==> src/rtl/seg7_reader.sv <==
// seg7_reader: recovers hex nibbles from a scanned, active-low 7-segment bus.
//
// Each scan slot must hold steady for STABLE sampled cycles before it is
// decoded and captured into its digit position. A capture is taken only once
// per hold. Once every position has been captured, a one-cycle frame_valid
// pulse is issued together with the OR of the per-digit error flags.
//
// Ports:
//   clk          clock
//   resetn       asynchronous active-low reset
//   seg_n        segment bus, active-low, bit0=a .. bit6=g
//   dig_sel      one-hot digit-position select
//   digit        recovered nibbles, digit[4i+3:4i] belongs to dig_sel[i]
//   digit_err    per-position illegal-glyph flag from the last capture
//   frame_valid  one-cycle pulse when all positions have been captured
//   frame_err    OR of digit_err at frame_valid, held until the next pulse
module seg7_reader #(
  parameter int unsigned DIGITS = 4,
  parameter int unsigned STABLE = 4
) (
  input  logic                  clk,
  input  logic                  resetn,
  input  logic [6:0]            seg_n,
  input  logic [DIGITS-1:0]     dig_sel,
  output logic [4*DIGITS-1:0]   digit,
  output logic [DIGITS-1:0]     digit_err,
  output logic                  frame_valid,
  output logic                  frame_err
);

  localparam int unsigned CntW = $clog2(STABLE) + 1;

  typedef enum logic {StWait, StHeld} state_e;

  state_e              state_q, state_d;
  logic [CntW-1:0]     cnt_q, cnt_d;
  logic [6:0]          s_seg;
  logic [DIGITS-1:0]   s_sel;
  logic [DIGITS-1:0]   seen_q, seen_d;
  logic [4*DIGITS-1:0] digit_d;
  logic [DIGITS-1:0]   err_d;
  logic                frame_valid_d, frame_err_d;

  logic                match, sel_ok, capture;
  logic [3:0]          glyph_val;
  logic                glyph_ok;
  logic [DIGITS-1:0]   seen_next;
  logic                frame_done;

  // The registered sample is the "previous" one; the incoming bus value is
  // compared against it so that a value settling before edge k is captured
  // at edge k+STABLE.
  assign match  = (seg_n == s_seg) && (dig_sel == s_sel);
  assign sel_ok = $onehot(s_sel);

  always_comb begin
    glyph_ok  = 1'b1;
    glyph_val = 4'h0;
    unique case (s_seg)
      7'h40: glyph_val = 4'h0;
      7'h79: glyph_val = 4'h1;
      7'h24: glyph_val = 4'h2;
      7'h30: glyph_val = 4'h3;
      7'h19: glyph_val = 4'h4;
      7'h12: glyph_val = 4'h5;
      7'h02: glyph_val = 4'h6;
      7'h78: glyph_val = 4'h7;
      7'h00: glyph_val = 4'h8;
      7'h18: glyph_val = 4'h9;
      7'h08: glyph_val = 4'hA;
      7'h03: glyph_val = 4'hB;
      7'h46: glyph_val = 4'hC;
      7'h21: glyph_val = 4'hD;
      7'h06: glyph_val = 4'hE;
      7'h0E: glyph_val = 4'hF;
      default: begin
        glyph_ok  = 1'b0;
        glyph_val = 4'h0;
      end
    endcase
  end

  // Stability FSM: one capture per steady hold.
  always_comb begin
    state_d = state_q;
    cnt_d   = cnt_q;
    capture = 1'b0;
    unique case (state_q)
      StWait: begin
        if (!sel_ok || !match) begin
          cnt_d = '0;
        end else if (cnt_q == CntW'(STABLE - 1)) begin
          capture = 1'b1;
          state_d = StHeld;
          cnt_d   = '0;
        end else begin
          cnt_d = cnt_q + 1'b1;
        end
      end
      StHeld: begin
        if (!match) begin
          state_d = StWait;
          cnt_d   = '0;
        end
      end
      default: begin
        state_d = StWait;
        cnt_d   = '0;
      end
    endcase
  end

  // Capture datapath and frame assembly.
  always_comb begin
    digit_d = digit;
    err_d   = digit_err;
    for (int unsigned i = 0; i < DIGITS; i++) begin
      if (capture && s_sel[i]) begin
        digit_d[4*i +: 4] = glyph_val;
        err_d[i]          = ~glyph_ok;
      end
    end
    seen_next     = seen_q | s_sel;
    frame_done    = capture && (&seen_next);
    seen_d        = seen_q;
    if (frame_done) begin
      seen_d = '0;
    end else if (capture) begin
      seen_d = seen_next;
    end
    frame_valid_d = frame_done;
    frame_err_d   = frame_done ? (|err_d) : frame_err;
  end

  always_ff @(posedge clk or negedge resetn) begin
    if (!resetn) begin
      state_q     <= StWait;
      cnt_q       <= '0;
      s_seg       <= 7'h7F;
      s_sel       <= '0;
      seen_q      <= '0;
      digit       <= '0;
      digit_err   <= '0;
      frame_valid <= 1'b0;
      frame_err   <= 1'b0;
    end else begin
      state_q     <= state_d;
      cnt_q       <= cnt_d;
      s_seg       <= seg_n;
      s_sel       <= dig_sel;
      seen_q      <= seen_d;
      digit       <= digit_d;
      digit_err   <= err_d;
      frame_valid <= frame_valid_d;
      frame_err   <= frame_err_d;
    end
  end

endmodule

==> config.mk <==
export PLATFORM = sky130hd
export DESIGN_NAME = seg7_reader
export DESIGN_NICKNAME = d
export VERILOG_FILES = /design/src/rtl/seg7_reader.sv
export SDC_FILE = /design/constraint.sdc
export NUM_CORES = 1
export LEC_CHECK = 0
export ABC_AREA = 1
export ABC_CLOCK_PERIOD_IN_PS = 2850
export CAP_MARGIN = 0
export CORE_MARGIN = 2
export CORE_UTILIZATION = 48
export DETAILED_ROUTE_END_ITERATION = 6
export PLACE_DENSITY = 0.87
export SYNTH_ARGS = -nofsm -noshare
export SYNTH_HDL_FRONTEND = slang
export SYNTH_SLANG_ARGS = --single-unit
export TNS_END_PERCENT = 50
==> constraint.sdc <==
create_clock -name clk -period 2.85 [get_ports clk]
set_clock_uncertainty 0.1 [all_clocks]
set_input_delay 0.57 -clock clk [delete_from_list [all_inputs] [get_ports clk]]
set_output_delay 0.57 -clock clk [all_outputs]
set_load 0.02 [all_outputs]
## Word level (Yosys, flattened, before mapping)

Index checks and enable logic that the tools add are counted.

| storage, ports and cells | value |
|---|---|
| bits in registers | 41 |
| output and inout port bits | 22 |
| word-level logic and storage cells | 70 |
| bits of input ports | 13 |

| cells by class | value |
|---|---|
| multiplexer cells | 17 |
| $add $sub $neg | 4 |
| reductions and logical operators | 14 |
| equal/unequal tests | 20 |
| bitwise gates (word level) | 3 |

Operators by type and width:

| operator | count |
|---|---|
| $pmux W4 S15 | 1 |
| $eq A7 B7 Y1 const B | 4 |
| $eq A7 B5 Y1 const B | 3 |
| $eq A7 B6 Y1 const B | 3 |
| $reduce_or A16 Y1 | 1 |
| $eq A7 B2 Y1 const B | 2 |
| $eq A7 B4 Y1 const B | 2 |
| $mux W1 | 9 |
| $mux W3 | 3 |
| $mux W4 | 2 |
| $eq A7 B3 Y1 const B | 1 |
| $eq A7 B7 Y1 | 1 |
| $logic_not A7 Y1 | 1 |
| $logic_and A1 B1 Y1 | 6 |
| $pmux W3 S2 | 1 |
| $add A1 B1 Y2 | 2 |
| $eq A4 B4 Y1 | 1 |
| $or A4 B4 Y4 | 1 |
| $reduce_and A4 Y1 | 1 |
| $reduce_or A4 Y1 | 1 |
| $add A2 B2 Y3 | 1 |
| $add A3 B1 Y3 const B | 1 |
| $eq A3 B1 Y1 const B | 1 |
| $eq A3 B2 Y1 const B | 1 |
| other kinds (6) | 8 |

## Logic depth before layout (Yosys ltp)

| depth | value |
|---|---|
| word-level depth | 10 |
| gate-level depth with buffers | 14 |
| gate-level depth less buffers | 14 |

## Worst setup path after synthesis

OpenSTA, ideal clock, no wires.

| timing | value |
|---|---|
| path kind | register to register |
| start point | register s_sel[0] |
| end point | register frame_err |
| path slack | 0.167 ns |
| data arrival time | 2.466 ns |
| period minus slack after synthesis | 2.683 ns |
| library setup time | 0.117 ns |
| cell stages (with the launch flop) | 14 |
| buffers on the path | 0 |
| required time | 2.633 ns |
| cells stage by stage | dfrtp_1 -> inv_1 -> fa_1 -> inv_1 -> ha_1 -> ha_1 -> nor3b_4 -> nand3_4 -> nor2_8 -> nand2_4 -> nand2_2 -> nand3_2 -> nor2_1 -> nor2_1 |

| between the ends | value |
|---|---|
| word-level cells in the longest chain between the ends | 10 |
| elaborated cells between the ends (all ways) | 22 |
| those cells by class | 2 x add/sub; 2 x eq/ne; 6 x mux; 1 x bitwise; 11 x reduce/logical |

Ends and longest elaborated chain:

| what | RTL line | text |
|---|---|---|
| from (decl) | 38 | `logic [DIGITS-1:0] s_sel;` |
| from (signal assigned) | 150 | `s_sel <= dig_sel;` |
| $add A1 B1 Y2 (not written as such) | 54 | `assign sel_ok = $onehot(s_sel);` |
| $add A2 B2 Y3 (not written as such) | 54 |  |
| $eq A3 B1 Y1 | 54 |  |
| $logic_not A1 Y1 | 90 | `if (!sel_ok \|\| !match) begin` |
| $logic_or A1 B1 Y1 | 90 |  |
| $mux W1 | 90 |  |
| $mux W1 | 88 | `unique case (state_q)` |
| $logic_and A1 B1 Y1 | 118 | `if (capture && s_sel[i]) begin` |
| $mux W1 | 118 |  |
| $reduce_or A4 Y1 | 132 | `frame_err_d = frame_done ? (\|err_d) : frame_err;` |
| to (signal assigned) | 155 | `frame_err <= frame_err_d;` |
| to (decl) | 28 | `output logic frame_err` |

Several ways; a longest one is shown, not always the timed one.
A chain may end at the register's enable or synchronous reset.

## Worst setup path after layout

| timing | value |
|---|---|
| start point | register s_sel[1] |
| end point | register frame_err |

| between the ends | value |
|---|---|
| elaborated cells between the ends (all ways) | 22 |
| those cells by class | 2 x add/sub; 2 x eq/ne; 6 x mux; 1 x bitwise; 11 x reduce/logical |

RTL lines:

| what | RTL line | text |
|---|---|---|
| $add A1 B1 Y2 (not written as such) | 54 |  |
| $add A2 B2 Y3 (not written as such) | 54 |  |
| $eq A3 B1 Y1 | 54 |  |
| $logic_not A1 Y1 | 90 |  |
| $logic_or A1 B1 Y1 | 90 |  |
| $mux W1 | 90 |  |
| $mux W1 | 88 |  |
| $logic_and A1 B1 Y1 (*) | 124 | `frame_done = capture && (&seen_next);` |
| named net frame_done | 48 | `logic frame_done;` |

The timed path passes the listed nets; every way through them passes the cells marked *.

==> impl_metrics.json <==
{
  "rrSetupSlack_ns": 0.12,
  "detail-route-antenna-nets": 0,
  "switchingPower_w": 0.000298,
  "synth-seq-cells": 41,
  "criticalPathCategory": "reg2reg",
  "hold_buffers": 0,
  "cts-root-buf": "clkbuf_8",
  "area_growth_pct": 28.4,
  "slew_violations": 0,
  "clkSinkCount": 41,
  "endpoint": "frame_err$_DFFE_PN0P_",
  "cts_tree": "yes",
  "diodes": 0,
  "rr_worst_depth": 12,
  "stdcell_count": 364,
  "die_width_um": 71.0,
  "synth_top_area_share_pct": 39.5,
  "first_pass_iters": 4,
  "cts_buffers": 5,
  "finalSetupTns_ns": 0,
  "p_sw_share_pct": 24.7,
  "n_fill_cell": 355,
  "synthDistinctLibCells": 28,
  "cap_violations": 0,
  "p_total_w": 0.00121,
  "wl_per_cell_um": 12.8,
  "yosysWarnings": 0,
  "synthMuxAreaShare_pct": 0,
  "slew_headroom_pct": 39.7,
  "required_ns": 2.95,
  "yosysMostFrequentCell": "nand2_1",
  "synth-xor-area-share_pct": 2.03,
  "clkPwrFrac_pct": 39.2,
  "finalSetupViolations": 0,
  "dp.cells": 353,
  "multi_input_area_um2": 1000,
  "clk_latency_ns": 0.30,
  "cts.clk_slew.worst_paths_ns": 0.08,
  "dp_hpwl_um": 3390,
  "place_area_um2": 2590,
  "internal_power_w": 0.000910,
  "avgViaCountPerCell": 5.01,
  "power_density_nw_per_um2": 437,
  "syn_area_um2": 2160,
  "period_needed_ns": 2.73,
  "start_kind": "flip-flop",
  "synth_top_area_cell": "dfrtp_1",
  "pwr-share-comb_pct": 10.7,
  "htree_levels": 2,
  "die-area_um2": 5040,
  "p_leak_nw": 1.37,
  "grt_pass1_vias": 1728,
  "min_period_over_period_pct": 95.9,
  "seqPwrFrac_pct": 50.1,
  "io_buffer_count": 34,
  "synthTopCellsByArea": "dfrtp_1, nand2_1, dfstp_2",
  "layout_setup_ws_ns": 0.116,
  "gr-total-overflow": 0,
  "stdcell_area_um2": 2770,
  "synth_area_per_cell_um2": 8.20,
  "grt_max_degree": 42,
  "r2r-end": "frame_err$_DFFE_PN0P_",
  "fp.coreArea_um2": 4350,
  "ioPinCount": 35,
  "drt_iter0_drc": 126,
  "peakVddDrop_v": 0.000242,
  "drive_gt1_share_pct": 15.7,
  "grt_util_all_layers_pct": 19.5,
  "register_area_um2": 1040,
  "antenna_found_initial": 0,
  "grt_pass1_wl_um": 7730,
  "start_util_pct": 49.5,
  "synthAdderAreaFrac_pct": 2.67,
  "routed_wl_um": 4640,
  "tightest_slew_ns": 0.904,
  "async_flop_share_pct": 100,
  "worst-path-max-fanout": 5,
  "num_rows": 24,
  "pre_cts_ws_ns": 0.0951,
  "die_y_um": 71.0,
  "cts_buffer_depth": 2,
  "drc": 0,
  "ys_seq_area_share_pct": 48.0,
  "synth-simple-area-share_pct": 34.2,
  "synthTopCellsByCount": "nand2_1, inv_1, dfrtp_1",
  "fin_nets": 328,
  "status": "finished clean",
  "critPathLaunch": "s_sel[1]$_DFF_PN0_",
  "synth_cells": 263,
  "r2r-start": "s_sel[1]$_DFF_PN0_",
  "finalHoldViolCount": 0,
  "synth_compound_area_share_pct": 6.27,
  "gp_congestion": 0.863,
  "syn_nets": 280,
  "end_kind": "flip-flop",
  "min_path_type": "in2async",
  "synth-main-ff-cell": "dfrtp_1",
  "fmax_mhz": 366,
  "synth_edf_count": 0,
  "vias": 1825,
  "cp_data_arrival_time_ns": 2.83,
  "synth_top_family_by_area": "simple AND/OR/NAND/NOR gates"
}
cells in the final DEF (no fill, tap or decap), drive strengths merged:
cell type,n
xnor2,5
nor3,1
o22ai,1
inv,39
clkdlybuf4s50,33
dfstp,7
buf,8
clkinv,1
a21oi,6
o2111ai,1
nor4,1
clkinvlp,1
bufinv,1
nor2,36
clkbuf,5
dfrtp,34
or2,2
nand2,83
ha,3
o21ai,18
fa,1
nand4,7
nor3b,1
nand3,17
power groups by stage:
stage          Combinational (W)  Clock, W  Sequential [W]
6_report                0.000130  0.000473        0.000606
5_1_grt                 0.000147  0.000509        0.000607
4_1_cts                 0.000120  0.000481        0.000606
3_5_place_dp            0.000120         0        0.000617
3_3_place_gp            0.000114         0        0.000616
2_1_floorplan          0.0000670         0        0.000615
routing by layer:
metal	GRT usage, %	share of wire, %
met3	4.13	4.6
met5	0	0
met1	26.6	45
met2	31.2	49
met4	6.50	1.3
repair_timing:
item                                   4_1_cts  5_1_grt
setup endpoints to repair                    0        4
endpoints found under the hold margin        0        0
buffers inserted                             0        3
gates resized for setup                      0        4
critical path, cell delays in order (launching register included):
cell     delay, ns
dfrtp_2       0.38
inv_1         0.09
fa_1          0.53
inv_1         0.05
ha_1          0.20
ha_4          0.23
nor3b_4       0.23
nand3_4       0.14
buf_12        0.16
nor3_4        0.27
nand3_2       0.10
nor2_1        0.11
nor2_1        0.04
cells by family after synthesis:
family | count (synthesis)
simple gates | 148
flops | 41
buf+inv | 39
xor+xnor | 5
fa+ha+maj | 4
compound gates | 26
state kept, by name (all words and copies together), names as in the netlist:
name / flops
s_seg: 7
digit_err: 4
cnt_q: 3
frame_valid: 1
seen_q: 4
frame_err: 1
s_sel: 4
state_q: 1
digit: 16
how the worst min path moves through the flow:
stage                                       end  slack (ns)  depth (start not counted)
after floorplan            cnt_q[0]$_DFFE_PN0P_        0.17                          0
after global placement    digit[13]$_DFFE_PN0P_        0.37                          2
after detailed placement  digit[15]$_DFFE_PN0P_        0.38                          2
after CTS                 digit[13]$_DFFE_PN0P_        0.31                          1
after global routing       digit[9]$_DFFE_PN0P_        0.38                          1
final                     digit[14]$_DFFE_PN0P_        0.29                          1
area by class of cell:
| cell class | count | share of cell area, % |
|---|---|---|
| inverter | 39 | 5.29 |
| timing repair buffer | 41 | 14.5 |
| sequential | 41 | 37.4 |
| multi-input combinational | 183 | 36.3 |
| tap | 52 | 2.35 |
| clock buffer | 5 | 2.49 |
| clock inverter | 3 | 1.67 |
stage by stage:
step                hold slack (ns)  utilization (%)
CTS                           0.314             62.0
finish                        0.291             63.6
floorplan                     0.174                -
global placement              0.371             59.4
global route                  0.376             63.6
detailed placement            0.378             59.4
No activity file was read; power rests on OpenSTA's default activity.
